**config.mk**
```make
export PLATFORM = sky130hd
export DESIGN_NAME = stack_dump
export DESIGN_NICKNAME = d
export VERILOG_FILES = /design/src/rtl/stack_dump.sv
export SDC_FILE = /design/constraint.sdc
export NUM_CORES = 1
export LEC_CHECK = 0
export CORE_MARGIN = 2
export CORE_UTILIZATION = 53
export CTS_BUF_LIST = sky130_fd_sc_hd__clkbuf_16
export CTS_CLUSTER_SIZE = 40
export DETAILED_ROUTE_END_ITERATION = 7
export PLACE_DENSITY = 0.81
export SETUP_SLACK_MARGIN = 0.15
export SYNTH_ARGS = -nofsm -noshare
export SYNTH_HDL_FRONTEND = slang
export SYNTH_SLANG_ARGS = --single-unit
export TNS_END_PERCENT = 20
```
**constraint.sdc**
```tcl
create_clock -name clk_i -period 6 [get_ports clk_i]
set_input_delay 0.9 -clock clk_i [delete_from_list [all_inputs] [get_ports clk_i]]
set_output_delay 0.9 -clock clk_i [all_outputs]
set_load 0.03 [all_outputs]
```
**src/rtl/stack_dump.sv**
```systemverilog
// Stack dump reader: snapshots the stack pointer on request and walks the
// stack memory from top-of-stack downward through a dedicated synchronous
// read port, streaming each entry out on a valid/ready handshake.
// Optional feature macro: STACK_DUMP_INDEX_EN adds the out_index_o port
// carrying the depth index of the entry on out_data_o.
module stack_dump #(
    parameter int unsigned WIDTH    = 16,
    parameter int unsigned PTR_BITS = 5
) (
    input  logic                clk_i,
    input  logic                reset_i,
    input  logic                start_i,
    input  logic [PTR_BITS-1:0] sp_in_i,
    input  logic [PTR_BITS:0]   count_i,
    output logic [PTR_BITS-1:0] mem_addr_o,
    input  logic [WIDTH-1:0]    mem_rd_i,
    output logic [WIDTH-1:0]    out_data_o,
    output logic                out_valid_o,
    input  logic                out_ready_i,
    output logic                out_last_o,
    output logic                busy_o,
    output logic                done_o
`ifdef STACK_DUMP_INDEX_EN
    ,
    output logic [PTR_BITS:0]   out_index_o
`endif
);

    typedef enum logic [1:0] {StIdle, StRd, StWait, StOut} state_e;

    // Full memory depth expressed in the count width (2**PTR_BITS).
    localparam logic [PTR_BITS:0]   DepthCnt = {1'b1, {PTR_BITS{1'b0}}};
    localparam logic [PTR_BITS:0]   IdxOne   = {{PTR_BITS{1'b0}}, 1'b1};
    localparam logic [PTR_BITS-1:0] AddrOne  = {{(PTR_BITS-1){1'b0}}, 1'b1};

    state_e                state_q;
    logic [PTR_BITS-1:0]   base_q;
    logic [PTR_BITS:0]     n_q;
    logic [PTR_BITS:0]     index_q;
    logic [PTR_BITS-1:0]   mem_addr_q;
    logic [WIDTH-1:0]      out_data_q;
    logic                  out_valid_q;
    logic                  out_last_q;
    logic                  done_q;

    logic [PTR_BITS:0]     count_clamped;
    logic [PTR_BITS:0]     last_idx;
    logic [PTR_BITS-1:0]   next_addr;

    // Requests deeper than the memory would only revisit entries, so clamp.
    assign count_clamped = (count_i > DepthCnt) ? DepthCnt : count_i;
    assign last_idx      = n_q - IdxOne;
    // Entry k lives at base-k; wraps below address 0 by natural truncation.
    assign next_addr     = base_q - index_q[PTR_BITS-1:0] - AddrOne;

    // Dump sequencer: all outputs are registered inside this one process.
    always_ff @(posedge clk_i or posedge reset_i) begin
        if (reset_i) begin
            state_q     <= StIdle;
            base_q      <= '0;
            n_q         <= '0;
            index_q     <= '0;
            mem_addr_q  <= '0;
            out_data_q  <= '0;
            out_valid_q <= 1'b0;
            out_last_q  <= 1'b0;
            done_q      <= 1'b0;
        end else begin
            done_q <= 1'b0;
            unique case (state_q)
                StIdle: begin
                    if (start_i) begin
                        if (count_i == '0) begin
                            // Empty dump completes at once with nothing streamed.
                            done_q <= 1'b1;
                        end else begin
                            base_q     <= sp_in_i;
                            n_q        <= count_clamped;
                            index_q    <= '0;
                            mem_addr_q <= sp_in_i;
                            state_q    <= StRd;
                        end
                    end
                end
                StRd: begin
                    // BRAM samples mem_addr on this edge.
                    state_q <= StWait;
                end
                StWait: begin
                    out_data_q  <= mem_rd_i;
                    out_valid_q <= 1'b1;
                    out_last_q  <= (index_q == last_idx);
                    state_q     <= StOut;
                end
                StOut: begin
                    if (out_ready_i) begin
                        out_valid_q <= 1'b0;
                        out_last_q  <= 1'b0;
                        if (index_q == last_idx) begin
                            done_q  <= 1'b1;
                            state_q <= StIdle;
                        end else begin
                            index_q    <= index_q + IdxOne;
                            mem_addr_q <= next_addr;
                            state_q    <= StRd;
                        end
                    end
                end
                default: state_q <= StIdle;
            endcase
        end
    end

    assign mem_addr_o  = mem_addr_q;
    assign out_data_o  = out_data_q;
    assign out_valid_o = out_valid_q;
    assign out_last_o  = out_last_q;
    assign done_o      = done_q;
    assign busy_o      = (state_q != StIdle);

`ifdef STACK_DUMP_INDEX_EN
    // Index only advances on a handshake, so it is stable alongside out_data.
    assign out_index_o = index_q;
`endif

endmodule

```
; Word-level counts from Yosys, hierarchy flattened
; Cells that the tools add are included.
[op_classes]
magnitude_cmp = 1
n_eq_ne = 8
addsub = 4
n_reduce_logical = 9
n_bitwise = 1
n_mux = 24
[ops]
columns = cell, n
row1 = 2-to-1 mux 6 bit, 5
row2 = 2-to-1 mux 5 bit, 4
row3 = one-hot mux 6 bit (2 select lines), 1
row4 = one-hot mux 5 bit (2 select lines), 1
row5 = != test 2 bit (second input constant), 4
row6 = one-hot mux 2 bit (4 select lines), 1
row7 = adder 6 x 1 -> 6 bit (second input constant), 1
row8 = equality test 6 bit, 1
row9 = > comparator 6 bit (second input constant), 1
row10 = zero test 6 bit, 1
row11 = 2-to-1 mux 1 bit, 6
row12 = 2-to-1 mux 2 bit, 3
row13 = one-hot mux 1 bit (2 select lines), 3
row14 = AND reduction 3 bit, 2
row15 = nonzero test 2 bit, 3
row16 = subtractor 6 x 1 -> 6 bit (second input constant), 1
row17 = AND reduction 5 bit, 1
row18 = subtractor 5 x 1 -> 5 bit (second input constant), 1
row19 = subtractor 5 bit, 1
row20 = equality test 2 bit (second input constant), 2
row21 = equality test 2 x 1 -> 1 bit (second input constant), 1
row22 = zero test 2 bit, 1
row23 = AND reduction 2 bit, 1
row24 = NOT 1 bit, 1
[totals]
out_inout_bits = 25
in_bits = 31
ff_bits = 43
wordCells = 56

; Logic depth before layout (Yosys ltp)
[logic_depth]
ltp_word = 5
mapped_depth = 9
depth_no_buf = 8

; Worst setup path before layout
; OpenSTA, ideal clock, no wires.
[synth_path]
path_type = input to register
startpoint = in count_i[1]
endpoint = reg index_q[5]
setup_slack_ns = 3.623
arrival_ns = 2.266
path_buffers = 1
required_ns = 5.890
stages = 7
setup_ns = 0.110
cell_sequence = or4_4 > o311ai_4 > buf_6 > a21o_1 > or3_1 > o211ai_1 > o41ai_1
[synth_via]
elab_chain_len = 3
[synth_rtl]
columns = element, line_no
row1 = "start, declared", 14  ; input logic [PTR_BITS:0] count_i,
row2 = zero test 6 bit, 73  ; if (count_i == '0) begin
row3 = != test 2 bit (no source line), --
row4 = AND reduction 5 bit (no source line), --
row5 = "end signal, assigned", 103  ; index_q <= index_q + IdxOne;
row6 = "end, declared", 39  ; logic [PTR_BITS:0] index_q;
; Every way passes these cells.
; A chain may end at the register's enable or synchronous reset.

; Worst setup path in the final report
[layout_path]
startpoint = in count_i[1]
endpoint = reg mem_addr_q[0], in the netlist mem_addr_o[0]
[layout_via]
elab_chain_len = 3
[layout_rtl]
columns = element, line_no
row1 = zero test 6 bit, 73
row2 = != test 2 bit (no source line), --
row3 = AND reduction 5 bit (no source line), --
row4 = "end signal, assigned", 80  ; mem_addr_q <= sp_in_i;
row5 = "end signal, assigned", 104  ; mem_addr_q <= next_addr;
row6 = "end, declared", 40  ; logic [PTR_BITS-1:0] mem_addr_q;
; Every way passes these cells.

==> results.ini <==
[placed_design]
place_congestion = 0.872
placed_cell_area_mm2 = 0.00285
io_buffers = 55
hpwl_mm = 3.71

[critical_path]
ff2ff_path_depth = 7
crit_required_ns = 6.21
critPathLaunchType = primary input
rr_startpoint = state_q[0]$_DFFE_PP0P_
reg2reg_slack_ns = 3.66
critPathKind = primary input to flip-flop
critPathMaxFanout = 11
reg2reg_to = index_q[3]$_DFFE_PP0P_
worstSetupEndpointType = flip-flop
cp.arrival_ns = 3.22

[synthesis]
synthCells = 203
synthTopCellsByArea = dfrtp_1 47%, mux2_2 10%, ha_1 5.0%
synth_top_family_by_area = compound AO/OA/AOI/OAI gates
synth_edf_count = 0
yosys_warnings = 0
yosys.area_share.simple = 0.106
netlist.top_cell.by_area = dfrtp_1
synth_xor_area_frac = 0.0464
syn-num-nets = 244
netlist.area_leader.share = 0.475
synth_mux_area_frac = 0.104
synth_area_per_cell_um2 = 11.2
syn_area_mm2 = 0.00227
synthAdderAreaFrac = 0.0585
synth.distinct_cells = 45
synth_top_flop_cell = dfrtp_1
ys_seq_elements = 43
ys_seq_area_frac = 0.475
synth_compound_gate_area_share = 0.174
ys_async_sr_fraction = 1.00

[routing]
vias = 1782
postRouteAntennaNets = 0
post-route-drc-count = 0
via_per_inst = 5.73
drt_first_pass_iters = 4
post_drt_wl_per_cell_um = 16.1
drt-total-wl_mm = 5.02
drt_iter0_drc = 70

[global_route]
grt_pass1_vias = 1940
gr-usage-all-layers = 0.228
overflow = 0
grt_first_pass_wirelength_mm = 8.78
grt_max_degree = 44
antenna_found_initial = 0

[worst_hold_path]
hold_class = flip-flop to flip-flop
worstHoldEndpoint = out_data_o[3]$_DFFE_PP0P_
min-delay-start = out_data_o[3]$_DFFE_PP0P_
whs_path_depth = 1

[sta]
slew_viol_final = 0
fin_skew_ns = 0.00268
finalCriticalPeriod_ns = 3.01
rsz0062_at_grt = false
final-setup-viol-count = 0
max_freq_ghz = 0.332
hold_viol = 0
max_slew_margin = 0.465
fin_tns_setup_ns = 0
tightest_slew_ns = 0.802
fin_crit_sh = 0.502

[power]
peakVddDrop_mv = 0.323
power.density_mw_per_mm2 = 565
power_uw = 1690
leakagePower_uw = 0.00123

[clocking]
path_clk_slew_ns = 0.06
root_buffer = clkbuf_16
cts_num_sinks = 43
cts_resized = 0
clock_latency_ns = 0.28
post_cts_buffers = 0
cts_htree_levels = 2
clock_path_buffers = 2
numCtsBuffers = 5
cts_tree = yes
cts_hold_buffers = 0

[cells_and_area]
layout.nets = 301
final_cell_mix = 55 x clkdlybuf4s50_1, 43 x dfrtp_1, 21 x mux2_2
antenna_cells = 0
layout_commonest_cell = clkdlybuf4s50_1
nFillCells = 297
final_util = 0.737
area_growth_pct = 31.9
layout-drive-gt1-share = 0.138
design_area_mm2 = 0.00299

[outcome]
status = completed

[floorplan]
rows = 23
io_pins = 56
start_util = 0.559
fp.dieArea_mm2 = 0.00482
coreArea_mm2 = 0.00406
die_y_um = 69.4
die_x_um = 69.4

[run]
cap_viol_max_count = 0

-- power breakdown --
group          internal (uW)  switching (uW)  leakage (uW)
combinational            423             509      0.000635
clock                    150             103     0.0000701
sequential               414            89.2      0.000524
-- worst max-delay path by stage --
| stage | cells past startpoint | to | start | slack [ns] |
|---|---|---|---|---|
| floorplan | 7 | index_q[5]$_DFFE_PP0P_ | count_i[1] | 3.62 |
| CTS | 7 | mem_addr_o[0]$_DFFE_PP0P_ | count_i[1] | 3.04 |
| finish | 7 | mem_addr_o[0]$_DFFE_PP0P_ | count_i[1] | 2.99 |
| global placement | 7 | index_q[2]$_DFFE_PP0P_ | count_i[1] | 2.89 |
| global route | 7 | mem_addr_o[1]$_DFFE_PP0P_ | count_i[1] | 2.91 |
| detailed placement | 7 | mem_addr_o[0]$_DFFE_PP0P_ | count_i[1] | 2.76 |
-- stage by stage --
stage,hold WS [ns],setup slack [ns],std cells
finish,0.501,2.99,311
detailed placement,0.496,2.76,303
global placement,0.489,2.89,303
floorplan,0.474,3.62,203
global route,0.522,2.91,311
CTS,0.508,3.04,311
-- synth_stat cells (2+ instances only) --
cell,count
nor2_1,11
mux2_2,21
o22a_1,2
xnor2_1,5
nor3_1,2
clkbuf_1,3
a31oi_1,3
o211ai_1,2
a21o_1,3
o21ai_0,12
or3_1,2
a21oi_1,12
dfrtp_1,43
nand2b_1,3
nand2_1,11
inv_1,13
nand3b_1,4
o41ai_1,2
xor2_1,7
o31ai_1,2
nand3_1,2
o22ai_1,7
ha_1,9
-- worst max-delay path: stages --
cell,delay (ns)
clkdlybuf4s50_1,0.43
or4_4,0.59
o311ai_4,0.51
a21oi_2,0.22
o21ai_0,0.22
o22ai_1,0.17
a21oi_1,0.17
-- registers in the layout, indices dropped and copies added (netlist names) --
register / flops
out_valid_o: 1
n_q: 6
out_data_o: 16
mem_addr_o: 5
done_o: 1
base_q: 5
out_last_o: 1
index_q: 6
state_q: 2
-- final cells by class --
class / instances / area, um2 / area share
multi-input combinational: 141 / 1110 / 0.371
timing repair buffer: 56 / 558 / 0.187
inverter: 13 / 48.8 / 0.0163
clock inverter: 3 / 11.3 / 0.00377
tap: 50 / 62.6 / 0.0209
sequential: 43 / 1080 / 0.360
clock buffer: 5 / 125 / 0.0418
-- cell families (layout without fill, tap and decap cells) --
group                      after synthesis  after routing
xor gates and xnor gates                12             12
and+or+nand+nor                         44             44
AOI/OAI and AO/OA                       54             54
buffers and inverters                   19             77
muxes                                   21             21
adders and majority gates               10             10
DFF                                     43             43
-- metal layers --
| layer | GRT usage | routed length (um) |
|---|---|---|
| met5 | 0 | 0 |
| met4 | 0.0915 | 85 |
| met3 | 0.0916 | 436 |
| met2 | 0.354 | 2380 |
| met1 | 0.283 | 2120 |
(Power assumes the default switching activity.)
